`src/rtl/bitwise_issuer.sv`:
```
// Sequential initiator for the 16-bit bitwise unit: accepts AND/OR/INV/LOAD commands,
// holds operands for SETTLE cycles, captures the result. Optional checker: BITWISE_ISSUER_CHECK_EN.
module bitwise_issuer #(
    parameter int unsigned SETTLE = 1
) (
    input  logic        clk_i,
    input  logic        rst_n_i,
    input  logic        cmd_valid_i,
    output logic        cmd_ready_o,
    input  logic [1:0]  cmd_op_i,
    input  logic [15:0] cmd_data_i,
    output logic [15:0] alu_a_o,
    output logic [15:0] alu_b_o,
    output logic [1:0]  alu_op_o,
    input  logic [15:0] alu_out_i,
    output logic        res_valid_o,
    input  logic        res_ready_i,
    output logic [15:0] res_data_o,
    output logic [15:0] acc_o,
    output logic        busy_o,
    output logic        err_o
);
    localparam logic [1:0] S_IDLE  = 2'd0;
    localparam logic [1:0] S_ISSUE = 2'd1;
    localparam logic [1:0] S_RESP  = 2'd2;
    localparam logic [1:0] OP_INV  = 2'd2;
    localparam logic [1:0] OP_LOAD = 2'd3;
    localparam logic [3:0] CNT_LAST = 4'(SETTLE - 1);

    logic [1:0]  state_q, state_d;
    logic [3:0]  cnt_q, cnt_d;
    logic [15:0] acc_q, acc_d;
    logic [15:0] res_data_q, res_data_d;
    logic        res_valid_q, res_valid_d;
    logic [15:0] alu_a_q, alu_a_d;
    logic [15:0] alu_b_q, alu_b_d;
    logic [1:0]  alu_op_q, alu_op_d;
    logic        accept, capture;

    assign accept  = (state_q == S_IDLE) && cmd_valid_i;
    assign capture = (state_q == S_ISSUE) && (cnt_q == CNT_LAST);

    always_comb begin
        state_d     = state_q;
        cnt_d       = cnt_q;
        acc_d       = acc_q;
        res_data_d  = res_data_q;
        res_valid_d = res_valid_q;
        alu_a_d     = alu_a_q;
        alu_b_d     = alu_b_q;
        alu_op_d    = alu_op_q;
        case (state_q)
            S_IDLE: begin
                if (accept) begin
                    if (cmd_op_i == OP_LOAD) begin
                        acc_d = cmd_data_i;
                    end else begin
                        alu_a_d  = acc_q;
                        alu_b_d  = (cmd_op_i == OP_INV) ? 16'h0000 : cmd_data_i;
                        alu_op_d = cmd_op_i;
                        cnt_d    = 4'd0;
                        state_d  = S_ISSUE;
                    end
                end
            end
            S_ISSUE: begin
                if (capture) begin
                    acc_d       = alu_out_i;
                    res_data_d  = alu_out_i;
                    res_valid_d = 1'b1;
                    alu_op_d    = 2'd0;
                    state_d     = S_RESP;
                end else begin
                    cnt_d = cnt_q + 4'd1;
                end
            end
            S_RESP: begin
                if (res_ready_i) begin
                    res_valid_d = 1'b0;
                    state_d     = S_IDLE;
                end
            end
            default: state_d = S_IDLE;
        endcase
    end

    always_ff @(posedge clk_i or negedge rst_n_i) begin
        if (!rst_n_i) begin
            state_q     <= S_IDLE;
            cnt_q       <= 4'd0;
            acc_q       <= 16'h0000;
            res_data_q  <= 16'h0000;
            res_valid_q <= 1'b0;
            alu_a_q     <= 16'h0000;
            alu_b_q     <= 16'h0000;
            alu_op_q    <= 2'd0;
        end else begin
            state_q     <= state_d;
            cnt_q       <= cnt_d;
            acc_q       <= acc_d;
            res_data_q  <= res_data_d;
            res_valid_q <= res_valid_d;
            alu_a_q     <= alu_a_d;
            alu_b_q     <= alu_b_d;
            alu_op_q    <= alu_op_d;
        end
    end

`ifdef BITWISE_ISSUER_CHECK_EN
    // Reference result from the held operands; any disagreement at capture latches err.
    logic [15:0] exp_out;
    logic        err_q, err_d;

    always_comb begin
        case (alu_op_q)
            2'd0:    exp_out = alu_a_q & alu_b_q;
            2'd1:    exp_out = alu_a_q | alu_b_q;
            default: exp_out = ~alu_a_q;
        endcase
        err_d = err_q | (capture && (alu_out_i != exp_out));
    end

    always_ff @(posedge clk_i or negedge rst_n_i) begin
        if (!rst_n_i) err_q <= 1'b0;
        else          err_q <= err_d;
    end

    assign err_o = err_q;
`else
    assign err_o = 1'b0;
`endif

    assign cmd_ready_o = (state_q == S_IDLE);
    assign busy_o      = (state_q != S_IDLE);
    assign alu_a_o     = alu_a_q;
    assign alu_b_o     = alu_b_q;
    assign alu_op_o    = alu_op_q;
    assign res_valid_o = res_valid_q;
    assign res_data_o  = res_data_q;
    assign acc_o       = acc_q;
endmodule

```
`config.mk`:
```
export PLATFORM = sky130hd
export DESIGN_NAME = bitwise_issuer
export DESIGN_NICKNAME = d
export VERILOG_FILES = /design/src/rtl/bitwise_issuer.sv
export SDC_FILE = /design/constraint.sdc
export NUM_CORES = 1
export LEC_CHECK = 0
export BUFFER_PORTS_ARGS = -buffer_cell sky130_fd_sc_hd__buf_2
export CAP_MARGIN = 20
export CORE_AREA = 2 2 80 82
export CTS_CLUSTER_DIAMETER = 30
export DETAILED_ROUTE_END_ITERATION = 6
export DIE_AREA = 0 0 82 84
export PLACE_DENSITY = 0.85
export SLEW_MARGIN = 5
export SYNTH_ARGS = -nofsm -noshare
export SYNTH_HDL_FRONTEND = slang
export SYNTH_SLANG_ARGS = --single-unit
```
`constraint.sdc`:
```
create_clock -name clk_i -period 3.8 [get_ports clk_i]
set_input_delay 0 -clock clk_i [delete_from_list [all_inputs] [get_ports clk_i]]
set_output_delay 0 -clock clk_i [all_outputs]
set_load 0.005 [all_outputs]
```
==> results of run 1 <==
==> worst max path at each step <==
stage / start / end / depth (start not counted)
after global routing: cnt_q[0]$_DFFE_PN0P_ / acc_o[12]$_DFFE_PN0P_ / 5
after floorplan: cnt_q[0]$_DFFE_PN0P_ / acc_o[0]$_DFFE_PN0P_ / 7
after detailed placement: cnt_q[0]$_DFFE_PN0P_ / acc_o[11]$_DFFE_PN0P_ / 5
after CTS: cnt_q[0]$_DFFE_PN0P_ / acc_o[15]$_DFFE_PN0P_ / 5
after global placement: cnt_q[0]$_DFFE_PN0P_ / acc_o[9]$_DFFE_PN0P_ / 5
final: cnt_q[0]$_DFFE_PN0P_ / acc_o[8]$_DFFE_PN0P_ / 5
==> power by group through the flow <==
stage          Clock [mW]  Combinational [mW]  Sequential, mW
2_1_floorplan           0               0.867            1.42
3_3_place_gp            0                1.37            1.39
3_5_place_dp            0                1.43            1.41
4_1_cts             0.580                1.46            1.40
5_1_grt             0.615                1.58            1.46
6_report            0.570                1.46            1.41
==> through the flow <==
stage               utilization  instance area (um^2)  worst slack [ns]  hold slack [ns]
floorplan                     -                  3070              1.92           -0.296
global placement          0.598                  3650              1.64            0.129
detailed placement        0.598                  3650              1.54            0.135
CTS                       0.685                  4180              1.51          0.00865
global route              0.685                  4180              1.43           0.0199
finish                    0.685                  4180              1.51           0.0173
==> layer usage <==
metal,up-vias,GRT usage
met5,-,0
met4,0,0.108
met3,14,0.0400
met2,94,0.415
met1,1128,0.268
li1,1022,-
==> cell usage after synthesis <==
master and count:
nor2b_1 1, ha_1 2, dfrtp_1 73, o22ai_4 1, a32o_1 2, buf_6 1
o21ai_0 5, nand3_1 3, or2_2 1, a22o_1 15, nor3b_1 4, nand2_1 3
nand2_2 1, inv_1 5, a21o_1 1, a22oi_1 1, nor4b_1 1, buf_2 6
or2b_1 1, nor2_2 1, mux2_2 54, buf_4 1, xnor2_1 1, mux2_4 10
conb_1 1, clkbuf_1 1, or3b_1 2, nand2b_1 2, a211o_2 1, a21oi_1 1
buf_12 1
==> sequential cells by signal, indices dropped and copies added, names as in the netlist <==
| name | count |
|---|---|
| alu_a_o | 16 |
| alu_op_o | 2 |
| cnt_q | 4 |
| res_data_o | 16 |
| state_q | 2 |
| acc_o | 16 |
| res_valid_o | 1 |
| alu_b_o | 16 |
==> layout make-up <==
type	instances	area (um^2)	area share
clock inverters	5	37.5	0.00899
inverters	5	18.8	0.00449
flip-flops and latches	73	1830	0.437
repair buffers	143	893	0.214
multi-input cells	115	1150	0.276
clock buffers	11	151	0.0362
well taps	77	96.3	0.0231
==> cell families after synthesis <==
| kind of cell | after synthesis | synth area share |
|---|---|---|
| AOI/OAI and AO/OA | 27 | 0.0738 |
| xor gates and xnor gates | 1 | 0.00286 |
| adders and majority gates | 2 | 0.00816 |
| buffers and inverters | 15 | 0.0298 |
| DFF | 73 | 0.595 |
| muxes | 64 | 0.247 |
| other | 1 | 0.00122 |
| and+or+nand+nor | 20 | 0.0416 |
==> worst max-delay path: stages, from the launching register on <==
cell     delay [ns]
dfrtp_1        0.40
inv_1          0.10
ha_1           0.18
or3b_1         0.48
o22ai_4        0.58
mux2_2         0.41
==> results.toml, run 1 <==
[run_status]
outcome = "complete, no violations"

[drt]
dr.pass1.iters = 6
highest_layer = "met4"
drt-vias-per-instance = 5.26
wirelength_mm = 7.64
met3_length_um = 400
antenna_left = 0
wl_met2_mm = 4.07
drt_iter0_drc = 67
vias = 2258
wl_per_cell_um = 17.8
drc = 0
wl_met1_mm = 3.02

[cells_and_area]
n_antenna_cell = 0
final_cell_mix = "buf_2 (106), dfrtp_1 (73), mux2_2 (54)"
drive_gt1_frac = 0.554
area_growth_syn_to_layout_pct = 36.1
nets = 387
final_cells = 429
n_fill_cell = 423
final_common_cell = "buf_2"

[clock_tree]
cts.repair.resized = 0
cts_buffer_depth = 2
cts_hold_buf = 34
cts_sinks = 73
cts_tree = "done"
htreeDepth = 3
root_buffer = "clkbuf_8"
path_clk_slew_ns = 0.08
cts_buffers = 9
cts_setup_buffers = 0
clk-insertion-delay-late_ns = 0.34

[worst_setup_path]
ff2ff_path_depth = 5
end_kind = "register"
cp_data_arrival_time_ns = 2.51
start_kind = "register"
cp_max_fo = 16
rr_endpoint = "acc_o[8]$_DFFE_PN0P_"
cp.required_ns = 4.02
r2r-start = "cnt_q[0]$_DFFE_PN0P_"
critical_path_class = "register to register"
reg2reg_setup_slack_ns = 1.51

[floorplanning]
dieHeight_um = 84
ios = 108
core_region_area_um2 = 6100
rows = 29
start_util = 0.503
dieArea_um2 = 6890
die_w_um = 82

[timing]
fin_skew_ns = 0.00962
setup_viol = 0
finalHoldViolations = 0
max_freq_ghz = 0.436
layout_min_cycle_time_ns = 2.29
slew_viol_final = 0
relSlewSlack = 0.437
timing.setup.tns_ns = 0
worst_pin_slew_ns = 0.843
finalCritPeriodShare = 0.603
rsz0062_at_grt = "false"

[synth]
avgSynthCellArea_um2 = 15.1
synth_seq_cells = 73
synth.area.top_cells = "dfrtp_1 (60%), mux2_2 (20%), mux2_4 (4.9%), a22o_1 (4.3%), buf_2 (0.98%)"
synth.distinct_cells = 31
ys_seq_area_frac = 0.595
ys_warn_count = 0
syn_nets = 243
syn_inst = 203
yosysTopAreaCellShare = 0.595
syn_area_um2 = 3070
yosys.area.top_type = "dfrtp_1"

[job]
drv_cap = 0

[global_route]
grt_pass1_vias = 2497
grt_usage = 0.234
grt_pass1_wl_mm = 12.0
antenna_found_initial = 0
grt_overflow = 0
grt_max_degree = 38

[hold_path]
min_to = "alu_b_o[13]$_DFFE_PN0P_"
holdPathStages = 3
hp-class = "input port to register"
hp-start = "cmd_op_i[1]"

[power_and_ir_drop]
power.internal_mw = 2.29
switching_share = 0.336
pwr-share-seq = 0.411
p_total_mw = 3.44
ir_drop_v = 0.000506
clkPwrFrac = 0.166
share_comb_of_total_power = 0.424
p_leak_nw = 2.03
p_sw_mw = 1.16
pwr_density_cell_nw_per_um2 = 824

[placed_design]
portBuffers = 106
place_inst = 379
gp_congestion = 0.787
dpl.hpwl_mm = 4.75
Note: power is estimated with default switching activity, not from simulation.
==> run 2: changes to the inputs <==
--- a/config.mk
+++ b/config.mk
@@ -5,13 +5,14 @@
 export SDC_FILE = /design/constraint.sdc
 export NUM_CORES = 1
 export LEC_CHECK = 0
+export ABC_AREA = 1
 export BUFFER_PORTS_ARGS = -buffer_cell sky130_fd_sc_hd__buf_2
 export CAP_MARGIN = 20
-export CORE_AREA = 2 2 80 82
+export CORE_AREA = 2 2 83 85
 export CTS_CLUSTER_DIAMETER = 30
 export DETAILED_ROUTE_END_ITERATION = 6
-export DIE_AREA = 0 0 82 84
-export PLACE_DENSITY = 0.85
+export DIE_AREA = 0 0 85 87
+export PLACE_DENSITY = 0.81
 export SLEW_MARGIN = 5
 export SYNTH_ARGS = -nofsm -noshare
 export SYNTH_HDL_FRONTEND = slang
==> constraint.sdc (replaced) <==
create_clock -name clk_i -period 2.2 [get_ports clk_i]
set_input_delay 0 -clock clk_i [delete_from_list [all_inputs] [get_ports clk_i]]
set_output_delay 0 -clock clk_i [all_outputs]
set_load 0.005 [all_outputs]
==> run 2 against run 1 <==
Via count grew 33%. Non-clock buffer count grew 5. Maximum frequency rose by 37%. Setup slack worse by 0.99 ns. Sequential share of layout area decreased by 1.4 points. Synthesized cell count increased by 80%. Largest cell class unchanged. Largest power group is now sequential cells. Highest routed layer unchanged.
==> results.toml, run 2 <==
[job]
drv_cap = 0

[global_route]
grt_pass1_vias = 2948
grt_usage = 0.245
grt_overflow = 0
grt_max_degree = 74
grt_pass1_wl_mm = 14.1
antenna_found_initial = 0

[drt]
antenna_left = 0
drc = 0
wl_per_cell_um = 14.7
drt_iter0_drc = 217
wirelength_mm = 8.70
drt-vias-per-instance = 5.05
vias = 2995
dr.pass1.iters = 4

[synth]
synth_top_family_by_area = "simple AND/OR/NAND/NOR gates"
synthAdderAreaFrac = 0.00798
ys_async_sr_fraction = 1.00
ys_warn_count = 0
syn_inst = 366
syn_area_um2 = 3140
synth_edf_count = 0
synth-xor-area-share = 0.00279
ys.flop_type = "dfrtp_1"
synth.area.top_cells = "dfrtp_1 (58%), nand2_1 (21%), nand3_1 (3.8%), o21ai_1 (2.7%), inv_1 (2.6%)"
synth_most_common_cell = "nand2_1"
synth-simple-area-share = 0.285
syn_nets = 406
avgSynthCellArea_um2 = 8.57
synth_common_cells = "nand2_1 (179), dfrtp_1 (73), nand3_1 (24), inv_1 (22), o21ai_1 (17)"
synth_seq_cells = 73
synth.area.mux_share = 0
ys_seq_area_frac = 0.583
synth_compound_area_frac = 0.0575
yosys.area.top_type = "dfrtp_1"
synth.distinct_cells = 21
yosysTopAreaCellShare = 0.583

[power_and_ir_drop]
clkPwrFrac = 0.202
ir_drop_v = 0.000808
p_leak_nw = 2.48
p_sw_mw = 2.30
share_comb_of_total_power = 0.397
pwr_density_cell_nw_per_um2 = 1380
p_total_mw = 5.97
switching_share = 0.385
pwr-share-seq = 0.401
power.internal_mw = 3.67

[clock_tree]
cts_tree = "done"
cts_buffer_depth = 2
htreeDepth = 3
cts_setup_buffers = 0
clk-insertion-delay-late_ns = 0.35
root_buffer = "clkbuf_8"
cts.repair.resized = 0
cts_sinks = 73
path_clk_slew_ns = 0.07
cts_buffers = 9
cts_hold_buf = 37

[worst_setup_path]
rr_endpoint = "alu_a_o[3]$_DFFE_PN0P_"
reg2reg_setup_slack_ns = 0.52
max_stage_delay_ns = 0.47
r2r-start = "state_q[1]$_DFFE_PN0P_"
start_kind = "register"
cp_common_cell = "nand2_1"
cp.required_ns = 2.49
critical_path_class = "register to register"
ff2ff_path_depth = 5
end_kind = "register"
crit_slowest_cell = "dfrtp_1"
cp_max_fo = 20
cp_data_arrival_time_ns = 1.97
cp_cell_sequence = "nor2_4 -> nand3_2 -> inv_2 -> nand2_1 -> nand2_1"

[timing]
timing.setup.tns_ns = 0
finalHoldViolations = 0
slew_viol_final = 0
max_freq_ghz = 0.596
relSlewSlack = 0.397
fin_skew_ns = 0.00996
worst_pin_slew_ns = 0.904
layout_min_cycle_time_ns = 1.68
setup_viol = 0
rsz0062_at_grt = "false"
finalCritPeriodShare = 0.762

[hold_path]
hp-class = "input port to register"
min_to = "alu_b_o[1]$_DFFE_PN0P_"
hp-start = "cmd_valid_i"
holdPathStages = 5

[placed_design]
dpl.hpwl_mm = 5.34
place_inst = 540
portBuffers = 106
postPlaceCellArea_um2 = 3710
gp_congestion = 0.849

[floorplanning]
core_region_area_um2 = 6570
ios = 108
die_w_um = 85
dieArea_um2 = 7400
dieHeight_um = 87
rows = 30
start_util = 0.477

[cells_and_area]
drive_gt1_frac = 0.265
nets = 548
post-route-util = 0.657
final_cell_mix = "nand2_1 (179), buf_2 (105), dfrtp_1 (73)"
area_growth_syn_to_layout_pct = 37.6
n_antenna_cell = 0
final_cells = 593
n_fill_cell = 507
final_common_cell = "nand2_1"
design_area_um2 = 4310

[run_status]
outcome = "complete, no violations"
==> run 2: cell count changes after synthesis, moves of 3 or more <==
cell     before  now
nand2_1       3  179
buf_2         6   12
a22o_1       15    0
nor3b_1       4    0
nand3_1       3   24
mux2_2       54    0
mux2_4       10    0
o21ai_0       5   16
nor2_4        0    3
o21ai_1       0   17
inv_2         0    3
inv_1         5   22
==> run 2: stage by stage <==
| stage | setup slack (ns) | hold WS (ns) |
|---|---|---|
| 2_1_floorplan | 0.998 | -0.296 |
| 3_3_place_gp | 0.649 | 0.182 |
| 3_5_place_dp | 0.557 | 0.194 |
| 4_1_cts | 0.534 | 0.138 |
| 5_1_grt | 0.393 | 0.165 |
| 6_report | 0.523 | 0.156 |
==> run 2: how the worst max path moves through the flow <==
stage	cells past startpoint	to	from	slack, ns
after floorplan	6	acc_o[10]$_DFFE_PN0P_	cnt_q[0]$_DFFE_PN0P_	1.0
after global placement	5	alu_a_o[12]$_DFFE_PN0P_	state_q[1]$_DFFE_PN0P_	0.65
after detailed placement	5	alu_a_o[3]$_DFFE_PN0P_	state_q[1]$_DFFE_PN0P_	0.56
after CTS	5	alu_a_o[3]$_DFFE_PN0P_	state_q[1]$_DFFE_PN0P_	0.53
after global routing	5	alu_op_o[1]$_DFFE_PN0P_	state_q[1]$_DFFE_PN0P_	0.39
final	5	alu_a_o[3]$_DFFE_PN0P_	state_q[1]$_DFFE_PN0P_	0.52
==> run 2: final cells by class <==
| type | instances | area, um^2 | share of cell area |
|---|---|---|---|
| Inverter | 25 | 93.8 | 0.0218 |
| Timing Repair Buffer | 148 | 953 | 0.221 |
| Multi-Input combinational cell | 251 | 1110 | 0.257 |
| Clock buffer | 12 | 155 | 0.0360 |
| Sequential cell | 73 | 1830 | 0.423 |
| Tap cell | 80 | 100 | 0.0232 |
| Clock inverter | 4 | 75.1 | 0.0174 |
==> run 2: critical path: cells and delay by family, from the launching register on <==
kind	cells	cell delay, ns
simple gates	4	0.73
flops	1	0.47
buf+inv	1	0.39
==> run 2: power groups by stage <==
stage / clock [mW] / sequential (mW) / combinational (mW)
floorplan: 0 / 2.40 / 1.29
global placement: 0 / 2.38 / 2.22
detailed placement: 0 / 2.39 / 2.29
CTS: 1.22 / 2.38 / 2.35
global route: 1.27 / 2.46 / 2.69
finish: 1.21 / 2.39 / 2.37
==> run 2: cell families after synthesis <==
family | count (synthesis)
AO/OA/AOI/OAI | 35
XOR/XNOR | 1
adder cells (fa/ha/maj) | 2
buffers and inverters | 42
flip-flops | 73
other | 1
AND/OR/NAND/NOR | 212
==> run 2: routing by layer <==
layer	global-route usage	share of wire
met5	0	0
met4	0.130	0.034
met3	0.0559	0.055
met2	0.403	0.50
met1	0.302	0.41
==> run 3: changes to the inputs <==
--- a/config.mk
+++ b/config.mk
@@ -8,11 +8,11 @@
 export ABC_AREA = 1
 export BUFFER_PORTS_ARGS = -buffer_cell sky130_fd_sc_hd__buf_2
 export CAP_MARGIN = 20
-export CORE_AREA = 2 2 83 85
+export CORE_AREA = 2 2 87 89
 export CTS_CLUSTER_DIAMETER = 30
 export DETAILED_ROUTE_END_ITERATION = 6
-export DIE_AREA = 0 0 85 87
-export PLACE_DENSITY = 0.81
+export DIE_AREA = 0 0 89 91
+export PLACE_DENSITY = 0.77
 export SLEW_MARGIN = 5
 export SYNTH_ARGS = -nofsm -noshare
 export SYNTH_HDL_FRONTEND = slang
==> constraint.sdc (replaced) <==
create_clock -name clk_i -period 1.4 [get_ports clk_i]
set_input_delay 0 -clock clk_i [delete_from_list [all_inputs] [get_ports clk_i]]
set_output_delay 0 -clock clk_i [all_outputs]
set_load 0.005 [all_outputs]
==> run 3 against run 2 <==
Global-route usage down 1.9 points. Combinational power up 83%. Flip-flop and latch count unchanged. Largest cell class unchanged.
==> results.toml, run 3 (synthesis gave the netlist of run 2 again) <==
[run_status]
outcome = "complete, no violations"

[clock_tree]
clk-insertion-delay-late_ns = 0.35
cts_sinks = 73
root_buffer = "clkbuf_8"
htreeDepth = 3
cts_buffer_depth = 2
cts_tree = "done"
cts_buffers = 9
path_clk_slew_ns = 0.08

[cells_and_area]
drive_gt1_frac = 0.305
n_antenna_cell = 0
area_growth_syn_to_layout_pct = 46.4
final_common_cell = "nand2_1"
nets = 563
n_fill_cell = 607
final_cell_mix = "nand2_1 (179), buf_2 (105), dfrtp_1 (72)"
design_area_um2 = 4590

[timing]
fin_skew_ns = 0.00536
timing.setup.tns_ns = 0
slew_viol_final = 0
rsz0062_at_grt = "true"
layout_setup_ws_ns = 0.0109
finalHoldViolations = 0
max_freq_ghz = 0.720
setup_viol = 0
layout_min_cycle_time_ns = 1.39
finalCritPeriodShare = 0.992

[drt]
vias = 3055
wl_per_cell_um = 14.7
drt-vias-per-instance = 4.87
dr.pass1.iters = 4
antenna_left = 0
drt_iter0_drc = 250
drc = 0
wirelength_mm = 9.22

[power_and_ir_drop]
p_leak_nw = 2.61
pwr-share-seq = 0.372
clkPwrFrac = 0.202
power.internal_mw = 6.27
switching_share = 0.382
ir_drop_v = 0.000972
share_comb_of_total_power = 0.426
p_sw_mw = 3.88
pwr_density_cell_nw_per_um2 = 2210

[floorplanning]
dieHeight_um = 91
dieArea_um2 = 8100
core_region_area_um2 = 7140
die_w_um = 89
ios = 108
start_util = 0.439
rows = 31

[global_route]
grt_max_degree = 36
antenna_found_initial = 0
grt_pass1_vias = 2996
grt_pass1_wl_mm = 14.2
grt_usage = 0.226
grt_overflow = 0

[placed_design]
gp_congestion = 0.801
dp_slack_ns = 0.0568
postPlaceCellArea_um2 = 3810
dpl.hpwl_mm = 5.79
portBuffers = 106

[worst_setup_path]
crit_slowest_cell = "dfrtp_1"
cp.required_ns = 1.64
reg2reg_setup_slack_ns = 0.01
rr_endpoint = "res_data_o[5]$_DFFE_PN0P_"
cp_cell_sequence = "inv_2 -> ha_4 -> nand3_4 -> buf_6 -> nand2_1 -> o21ai_1"
r2r-start = "cnt_q[0]$_DFFE_PN0P_"
start_kind = "register"
ff2ff_path_depth = 6
critical_path_class = "register to register"
max_stage_delay_ns = 0.41
end_kind = "register"
cp_max_fo = 12
cp_data_arrival_time_ns = 1.63

[hold_path]
hp-class = "input port to asynchronous set/reset pin"

[job]
drv_cap = 0
[run 3: changes by cell type in the layout (fill, tap and decap cells not counted), sizes merged]
cell / before / now
clkinvlp: 2 / 0
clkbuf: 12 / 11
nand3: 27 / 28
buf: 111 / 123
inv: 25 / 27
bufinv: 2 / 3
clkinv: 0 / 2
[run 3: worst max-delay path, delay by kind of cell (launching register included)]
family | cells | cell delay (ns)
flip-flops | 1 | 0.41
buffers and inverters | 2 | 0.33
adder cells (fa/ha/maj) | 1 | 0.16
AND/OR/NAND/NOR | 2 | 0.29
AO/OA/AOI/OAI | 1 | 0.08
[run 3: area by class of cell]
| class | instances | area, um^2 | area share |
|---|---|---|---|
| clock inverters | 7 | 125 | 0.0273 |
| multi-input cells | 252 | 1160 | 0.253 |
| flip-flops and latches | 73 | 1830 | 0.398 |
| inverters | 25 | 96.3 | 0.0210 |
| well taps | 99 | 124 | 0.0270 |
| clock buffers | 9 | 124 | 0.0270 |
| repair buffers | 162 | 1130 | 0.246 |
[run 3: repair_timing]
| item | in CTS | in global routing |
|---|---|---|
| setup buffers | 0 | 4 |
| hold buffers | 37 | 0 |
| setup endpoints to repair | 0 | 42 |
| endpoints found under the hold margin | 113 | 0 |
| gates resized for setup | 0 | 15 |
[run 3: worst max path at each step]
stage                                 startpoint                        end  slack, ns  depth (start not counted)
final                       cnt_q[0]$_DFFE_PN0P_  res_data_o[5]$_DFFE_PN0P_       0.01                          6
after global routing      state_q[0]$_DFFE_PN0P_       acc_o[8]$_DFFE_PN0P_      -0.03                          6
after CTS                 state_q[1]$_DFFE_PN0P_       acc_o[9]$_DFFE_PN0P_       0.04                          5
after detailed placement  state_q[1]$_DFFE_PN0P_       acc_o[9]$_DFFE_PN0P_       0.06                          5
after global placement      cnt_q[0]$_DFFE_PN0P_      acc_o[10]$_DFFE_PN0P_       0.12                          6
after floorplan             cnt_q[0]$_DFFE_PN0P_      acc_o[10]$_DFFE_PN0P_       0.20                          6
[run 3: per-stage QoR]
step | total power, mW | hold slack (ns) | std cells | utilization
4_1_cts | 9.65 | 0.0873 | 619 | 0.621
6_report | 10.1 | 0.0910 | 627 | 0.643
3_3_place_gp | 7.35 | -0.0917 | 566 | 0.535
3_5_place_dp | 7.51 | -0.0876 | 566 | 0.535
2_1_floorplan | 5.79 | -0.296 | 366 | -
5_1_grt | 10.9 | 0.0973 | 627 | 0.643
[run 3: layer usage]
metal	share of wire	vias to the layer above	wire, um	global-route usage
met4	0.017	0	155	0.0647
met1	0.42	1457	3880	0.293
li1	-	1457	-	-
met2	0.50	120	4590	0.374
met3	0.064	21	591	0.0545
met5	0	-	0	0
[run 3: power groups by stage]
stage | logic, mW | clock network (mW) | registers, mW
after floorplan | 2.02 | 0 | 3.77
after global placement | 3.60 | 0 | 3.75
after global routing | 4.86 | 2.17 | 3.87
final | 4.33 | 2.05 | 3.77
after detailed placement | 3.74 | 0 | 3.77
after CTS | 3.83 | 2.08 | 3.75
